<file path="config.mk">
export PLATFORM = sky130hd
export DESIGN_NAME = pll_lock_ctrl
export DESIGN_NICKNAME = d
export VERILOG_FILES = /design/src/rtl/pll_ctrl_pkg.sv /design/src/rtl/pll_lock_sync.sv /design/src/rtl/pll_lock_ctrl.sv
export SDC_FILE = /design/constraint.sdc
export NUM_CORES = 1
export LEC_CHECK = 0
export BUFFER_PORTS_ARGS = -buffer_cell sky130_fd_sc_hd__buf_2
export CAP_MARGIN = 20
export CORE_AREA = 2 2 83 85
export DETAILED_ROUTE_END_ITERATION = 10
export DIE_AREA = 0 0 85 87
export PLACE_DENSITY = 0.69
export RECOVER_POWER = 100
export SETUP_SLACK_MARGIN = 0.02
export SLEW_MARGIN = 20
export SYNTH_ARGS = -nofsm -noshare
export SYNTH_HDL_FRONTEND = slang
export SYNTH_SLANG_ARGS = --single-unit
</file>
<file path="constraint.sdc">
create_clock -name CLKA -period 2.14 [get_ports CLKA]
set_clock_uncertainty 0.15 [all_clocks]
set_input_delay 0.321 -clock CLKA [delete_from_list [all_inputs] [get_ports CLKA]]
set_output_delay 0.321 -clock CLKA [all_outputs]
set_load 0.005 [all_outputs]
</file>
<file path="src/rtl/pll_ctrl_pkg.sv">
// Shared state encoding and counter sizing for the PLL lock supervisor.
package pll_ctrl_pkg;

    typedef enum logic [2:0] {
        S_OFF       = 3'd0,
        S_PWRDN     = 3'd1,
        S_WAIT_LOCK = 3'd2,
        S_FILTER    = 3'd3,
        S_RELEASE   = 3'd4,
        S_RUN       = 3'd5,
        S_FAULT     = 3'd6
    } state_t;

    // Bits needed to hold 0..limit; never narrower than one bit.
    function automatic int cnt_w(input int limit);
        return (limit < 1) ? 1 : $clog2(limit + 1);
    endfunction

endpackage

</file>
<file path="src/rtl/pll_lock_sync.sv">
// Two-flop synchroniser with asynchronous active-low reset to 0.
module pll_lock_sync (
    input  logic clk,
    input  logic rst_n,
    input  logic d,
    output logic q
);

    logic meta;

    always_ff @(posedge clk or negedge rst_n) begin
        if (!rst_n) begin
            meta <= 1'b0;
            q    <= 1'b0;
        end else begin
            meta <= d;
            q    <= meta;
        end
    end

endmodule

</file>
<file path="src/rtl/pll_lock_ctrl.sv">
// PLL supervisor: power sequencing, lock filtering, staggered domain reset
// release, lock-loss retry and fault latching, all on the reference clock.
module pll_lock_ctrl
    import pll_ctrl_pkg::*;
#(
    parameter int N_CH         = 3,
    parameter int PD_CYCLES    = 16,
    parameter int LOCK_FILT    = 64,
    parameter int LOCK_TIMEOUT = 4096,
    parameter int STAGGER      = 8,
    parameter int MAX_RETRY    = 3
) (
    input  logic                         CLKA,
    input  logic                         RESETN,
    input  logic                         EN,
    input  logic                         CLR_FAULT,
    input  logic                         LOCK_RAW,
    output logic                         PLL_PD_N,
    output logic [N_CH-1:0]              CH_RST_N,
    output logic                         LOCKED,
    output logic                         FAULT,
    output logic [cnt_w(MAX_RETRY)-1:0]  RETRY_CNT,
    output logic [2:0]                   STATE
);

    localparam int PD_W    = cnt_w(PD_CYCLES);
    localparam int FLT_W   = cnt_w(LOCK_FILT);
    localparam int TO_W    = cnt_w(LOCK_TIMEOUT);
    localparam int REL_MAX = (N_CH - 1) * STAGGER;
    localparam int REL_W   = cnt_w(REL_MAX);
    localparam int RT_W    = cnt_w(MAX_RETRY);

    localparam logic [PD_W-1:0]  PD_LAST  = PD_W'(PD_CYCLES - 1);
    localparam logic [FLT_W-1:0] FLT_LAST = FLT_W'(LOCK_FILT - 1);
    localparam logic [TO_W-1:0]  TO_LAST  = TO_W'(LOCK_TIMEOUT - 1);
    localparam logic [TO_W-1:0]  TO_MAX   = TO_W'(LOCK_TIMEOUT);
    localparam logic [REL_W-1:0] REL_LAST = REL_W'(REL_MAX);
    localparam logic [RT_W-1:0]  RT_MAX   = RT_W'(MAX_RETRY);

    state_t            state, state_n;
    logic              pd_n, pd_n_n;
    logic [N_CH-1:0]   ch, ch_n;
    logic              locked, locked_n;
    logic              fault, fault_n;
    logic [RT_W-1:0]   retry, retry_n, retry_inc;
    logic [PD_W-1:0]   pd_cnt, pd_cnt_n;
    logic [FLT_W-1:0]  flt_cnt, flt_cnt_n;
    logic [TO_W-1:0]   to_cnt, to_cnt_n, to_inc;
    logic [REL_W-1:0]  rel_cnt, rel_cnt_n, rel_inc;
    logic              lock_s, timeout, fail, declare;

    pll_lock_sync u_lock_sync (
        .clk   (CLKA),
        .rst_n (RESETN),
        .d     (LOCK_RAW),
        .q     (lock_s)
    );

    always_ff @(posedge CLKA or negedge RESETN) begin
        if (!RESETN) begin
            state   <= S_OFF;
            pd_n    <= 1'b0;
            ch      <= '0;
            locked  <= 1'b0;
            fault   <= 1'b0;
            retry   <= '0;
            pd_cnt  <= '0;
            flt_cnt <= '0;
            to_cnt  <= '0;
            rel_cnt <= '0;
        end else begin
            state   <= state_n;
            pd_n    <= pd_n_n;
            ch      <= ch_n;
            locked  <= locked_n;
            fault   <= fault_n;
            retry   <= retry_n;
            pd_cnt  <= pd_cnt_n;
            flt_cnt <= flt_cnt_n;
            to_cnt  <= to_cnt_n;
            rel_cnt <= rel_cnt_n;
        end
    end

    // Timeout fires on the edge the counter would reach its limit, so a
    // failed attempt drops PLL_PD_N exactly LOCK_TIMEOUT cycles after it rose.
    assign to_inc    = (to_cnt == TO_MAX) ? to_cnt : to_cnt + 1'b1;
    assign timeout   = (to_cnt >= TO_LAST);
    assign retry_inc = (retry == RT_MAX) ? retry : retry + 1'b1;
    assign rel_inc   = rel_cnt + 1'b1;

    always_comb begin
        state_n   = state;
        pd_n_n    = pd_n;
        ch_n      = ch;
        locked_n  = locked;
        fault_n   = fault;
        retry_n   = retry;
        pd_cnt_n  = pd_cnt;
        flt_cnt_n = flt_cnt;
        to_cnt_n  = to_cnt;
        rel_cnt_n = rel_cnt;
        fail      = 1'b0;
        declare   = 1'b0;

        case (state)
            S_OFF: begin
                if (EN) begin
                    state_n  = S_PWRDN;
                    pd_cnt_n = '0;
                end
            end
            S_PWRDN: begin
                if (pd_cnt == PD_LAST) begin
                    state_n   = S_WAIT_LOCK;
                    pd_n_n    = 1'b1;
                    to_cnt_n  = '0;
                    flt_cnt_n = '0;
                end else begin
                    pd_cnt_n = pd_cnt + 1'b1;
                end
            end
            S_WAIT_LOCK: begin
                to_cnt_n = to_inc;
                if (timeout) begin
                    fail = 1'b1;
                end else if (lock_s) begin
                    if (LOCK_FILT == 1) begin
                        declare = 1'b1;
                    end else begin
                        state_n   = S_FILTER;
                        flt_cnt_n = FLT_W'(1);
                    end
                end
            end
            S_FILTER: begin
                to_cnt_n = to_inc;
                if (timeout) begin
                    fail = 1'b1;
                end else if (!lock_s) begin
                    state_n   = S_WAIT_LOCK;
                    flt_cnt_n = '0;
                end else if (flt_cnt == FLT_LAST) begin
                    declare = 1'b1;
                end else begin
                    flt_cnt_n = flt_cnt + 1'b1;
                end
            end
            S_RELEASE: begin
                if (!lock_s) begin
                    fail = 1'b1;
                end else if (rel_cnt == REL_LAST) begin
                    state_n = S_RUN;
                end else begin
                    rel_cnt_n = rel_inc;
                    for (int i = 1; i < N_CH; i++) begin
                        if (int'(rel_inc) >= i * STAGGER) ch_n[i] = 1'b1;
                    end
                end
            end
            S_RUN: begin
                if (!lock_s) fail = 1'b1;
            end
            S_FAULT: begin
                if (CLR_FAULT) begin
                    state_n = S_OFF;
                    fault_n = 1'b0;
                    retry_n = '0;
                end
            end
            default: state_n = S_OFF;
        endcase

        if (declare) begin
            state_n   = (N_CH == 1) ? S_RUN : S_RELEASE;
            locked_n  = 1'b1;
            ch_n[0]   = 1'b1;
            rel_cnt_n = '0;
        end

        if (fail) begin
            ch_n     = '0;
            locked_n = 1'b0;
            pd_n_n   = 1'b0;
            retry_n  = retry_inc;
            pd_cnt_n = '0;
            if (retry_inc == RT_MAX) begin
                state_n = S_FAULT;
                fault_n = 1'b1;
            end else begin
                state_n = S_PWRDN;
            end
        end

        // Dropping the run request overrides every other event except a latched fault.
        if (!EN && state != S_FAULT) begin
            state_n   = S_OFF;
            pd_n_n    = 1'b0;
            ch_n      = '0;
            locked_n  = 1'b0;
            fault_n   = 1'b0;
            retry_n   = '0;
            pd_cnt_n  = '0;
            flt_cnt_n = '0;
            to_cnt_n  = '0;
            rel_cnt_n = '0;
        end
    end

    assign PLL_PD_N  = pd_n;
    assign CH_RST_N  = ch;
    assign LOCKED    = locked;
    assign FAULT     = fault;
    assign RETRY_CNT = retry;
    assign STATE     = state;

endmodule

</file>
==> results_tabular.tex <==
\begin{tabular}{lr}
\hline
Metric & Value \\
\hline
\multicolumn{2}{l}{\textbf{Worst setup path}} \\
Critical path launch point type & flop \\
Critical path class & flop to flop \\
Category of the worst setup path capture point & flop \\
CP max FO & 2 \\
Slowest library cell on the worst path & or4\_1 \\
Crit path largest cell delay & 0.41 ns \\
Worst path required time & 2.22 ns \\
Critical-path cell list & ha\_2 -> a21o\_1 -> a41o\_4 -> o311ai\_4 -> nand3\_2 -> or4\_1 -> nand3\_1 \\
WP data arrival & 2.17 ns \\
\multicolumn{2}{l}{\textbf{STA}} \\
Setup violation total in the final timing report & 0 \\
Final hold viol count & 0 \\
Max Fclk & 0.478 GHz \\
Unrepaired setup endpoints after global routing & yes \\
Worst-margin pin slew & 0.479 ns \\
Final worst-path cycle share & 97.7\% \\
Tmin final & 2.09 ns \\
Normalized max-slew margin & 68.0\% \\
Worst-case hold slack & 0.202 ns \\
Number of slew-limit violations in the final report & 0 \\
Smallest setup slack after layout & 0.0483 ns \\
Final total negative setup slack & 0 ns \\
\multicolumn{2}{l}{\textbf{Yosys}} \\
Leading post-synthesis cells by cell area & dfrtp\_1, ha\_1, o21ai\_0, nand3\_1, nand2\_1 \\
Flip-flop cell with the highest count after synthesis & dfrtp\_1 \\
Simple-gate share of the synthesized area & 23.5\% \\
Net Count, Synth & 294 \\
Share of flip-flops with an asynchronous set or reset & 100\% \\
Count of state elements after synthesis & 42 \\
Gate count after technology mapping & 279 \\
Post-synthesis xor/xnor area fraction & 1.40\% \\
Dominant combinational cell family by area after synthesis & simple AND/OR/NAND/NOR gates \\
Mux share of post-synthesis cell area & 1.25\% \\
Post-synth design cell area & 0.00250 mm\^{}2 \\
Number of synthesized flops with an enable pin & 0 \\
Seq/Total Area, Yosys & 42.0\% \\
Post-Synthesis Mean Instance Area & 8.96 um\^{}2 \\
Number of library cell types mapped by synthesis & 57 \\
Yosys warns & 0 \\
Adder and majority cell fraction of the synthesized area & 5.01\% \\
Fraction of the mapped netlist area in compound gates & 22.6\% \\
Fraction of post-synthesis cell area in the top cell type by area & 42.0\% \\
Cell accounting for the most synthesized area & dfrtp\_1 \\
\multicolumn{2}{l}{\textbf{Placement}} \\
Cell Area, Placed & 0.00295 mm\^{}2 \\
Detail Placement HPWL & 4170 um \\
Dpl ws & -0.0982 ns \\
Final GP Congestion & 0.828 \\
Port bufs & 15 \\
Number of placed instances, taps included & 405 \\
\multicolumn{2}{l}{\textbf{Clock network}} \\
Clock transition at path regs & 0.08 ns \\
Max Root-Sink Buffers & 2 \\
Root buf cell & clkbuf\_8 \\
CTS tree & done \\
Cts bufs inserted & 5 \\
Number of sinks handled by clock tree synthesis & 42 \\
Number of levels the H-tree was split into & 2 \\
Later-pin clock latency in the skew report & 0.29 ns \\
\multicolumn{2}{l}{\textbf{Floorplanning}} \\
Die Wd & 85 um \\
Overall die area & 0.00740 mm\^{}2 \\
Number of top-level design ports & 16 \\
Height of the chip & 87 um \\
Effective utilization at floorplan & 38.1\% \\
Floorplan core area & 0.00657 mm\^{}2 \\
Row count & 30 \\
\multicolumn{2}{l}{\textbf{Routing}} \\
Vias per Instance & 5.57 \\
DRT iter0 DRCs & 127 \\
Iteration count of the initial detailed-routing pass & 4 \\
Routed via count & 2333 \\
Number of nets still failing antenna checks after routing & 0 \\
DRC violation count after routing & 0 \\
Aggregate routed wire length & 6150 um \\
Routed length per placed instance & 14.7 um \\
\multicolumn{2}{l}{\textbf{Global route}} \\
Global-route wire length before repair & 9980 um \\
Initial antenna violation count & 0 \\
Remaining global-route overflow & 0 \\
Maximum number of pins on one net before global-route repair & 20 \\
Overall fraction of global-route tracks in use & 16.5\% \\
Vias in the first global route & 2173 \\
\multicolumn{2}{l}{\textbf{Run}} \\
Number of violations of the max-capacitance limit & 0 \\
\multicolumn{2}{l}{\textbf{Cells and area}} \\
Layout cells sized above 1 & 29.5\% \\
Most common cell after layout, fill and taps aside & dfrtp\_1 \\
Number of filler instances in the final layout & 581 \\
Final standard cell area without fillers & 0.00324 mm\^{}2 \\
Layout-stage area growth over the synthesis result & 29.6\% \\
Antenna diode instance count & 0 \\
Highest-count cells in the layout ignoring fill and taps & dfrtp\_1, buf\_4, nor2\_1, nand2\_1, o21ai\_0 \\
Non-Filler Instances & 419 \\
Number of nets in the final layout & 353 \\
\multicolumn{2}{l}{\textbf{Run status}} \\
Outcome & finished, final reports clean \\
\multicolumn{2}{l}{\textbf{Power}} \\
Maximum VDD drop & 0.435 mV \\
Static Leakage & 1.42 nW \\
Total power density per cell area & 728 mW/mm\^{}2 \\
\multicolumn{2}{l}{\textbf{Min path}} \\
Kind of path behind the tightest hold check & flop to flop \\
\hline
\end{tabular}
## worst paths after layout
path	startpoint	to	slack (ns)	cells past startpoint
setup / recovery	to_cnt[1]$_DFFE_PN0P_	flt_cnt[5]$_DFFE_PN0P_	0.05	7
hold / removal	u_lock_sync.meta$_DFF_PN0_	u_lock_sync.q$_DFF_PN0_	0.20	0
setup reg to reg	to_cnt[1]$_DFFE_PN0P_	flt_cnt[5]$_DFFE_PN0P_	0.05	7
hold reg to reg	u_lock_sync.meta$_DFF_PN0_	u_lock_sync.q$_DFF_PN0_	0.20	0
max in group asynchronous	RESETN	flt_cnt[5]$_DFFE_PN0P_	0.73	3
min in group asynchronous	RESETN	to_cnt[5]$_DFFE_PN0P_	0.31	2
## metrics by stage
step	power [mW]	utilization [%]
finish	2.36	49.3
global route	2.49	49.3
CTS	2.29	47.3
detailed placement	1.66	44.8
global placement	1.65	44.8
floorplan	1.32	-
## repair_timing
action	in CTS	in global routing
setup buffers	1	3
hold buffers	2	0
setup endpoints to repair	8	27
endpoints found under the hold margin	15	0
pin swaps	4	8
resized for setup	5	28
## final cells by class
| class | count | area, um^2 | area share (%) |
|---|---|---|---|
| clock buffer | 8 | 110 | 3.40 |
| inverter | 13 | 48.8 | 1.51 |
| multi-input combinational | 212 | 1490 | 46.0 |
| sequential | 42 | 1050 | 32.4 |
| tap | 80 | 100 | 3.09 |
| timing repair buffer | 64 | 439 | 13.6 |
## metal layers
metal / vias to the layer above / GRT usage, % / wire [um]
met1: 1131 / 21.2 / 2830
met3: 8 / 3.22 / 202
li1: 1137 / - / -
met5: - / 0 / 0
met4: 0 / 6.93 / 105
met2: 57 / 27.2 / 3010
## critical path, delay by kind of cell, from the launching register on
family | cells | cell delay [ns]
AO/OA/AOI/OAI | 3 | 0.66
adder cells (fa/ha/maj) | 1 | 0.20
flip-flops | 1 | 0.40
AND/OR/NAND/NOR | 3 | 0.63
## sequential cells by signal (all words and copies together) (netlist names)
| register | count |
|---|---|
| to_cnt | 13 |
| flt_cnt | 7 |
| pd_cnt | 5 |
| rel_cnt | 5 |
| CH_RST_N | 3 |
| STATE | 3 |
| RETRY_CNT | 2 |
| FAULT | 1 |
| PLL_PD_N | 1 |
| u_lock_sync.meta | 1 |
| u_lock_sync.q | 1 |
## cells in the mapped netlist, drive strengths merged, types with 6 or more instances
cell type and instances:
o21ai 31, and3 7, ha 10, nand2b 6
nand2 22, o31ai 10, inv 13, a21oi 13
nor2b 7, buf 7, nand3 19, dfrtp 42
nor2 22
## cells by family after synthesis
family,after synthesis
AND/OR/NAND/NOR,110
AO/OA/AOI/OAI,85
flip-flops,42
buffers and inverters,25
adder cells (fa/ha/maj),10
XOR/XNOR,4
multiplexers,3
## report_power, final
group | leakage, nW | switching [mW] | internal [mW]
Clock | 0.0575 | 0.273 | 0.326
Combinational | 0.786 | 0.501 | 0.387
Sequential | 0.579 | 0.0378 | 0.833
(Power assumes the default switching activity.)
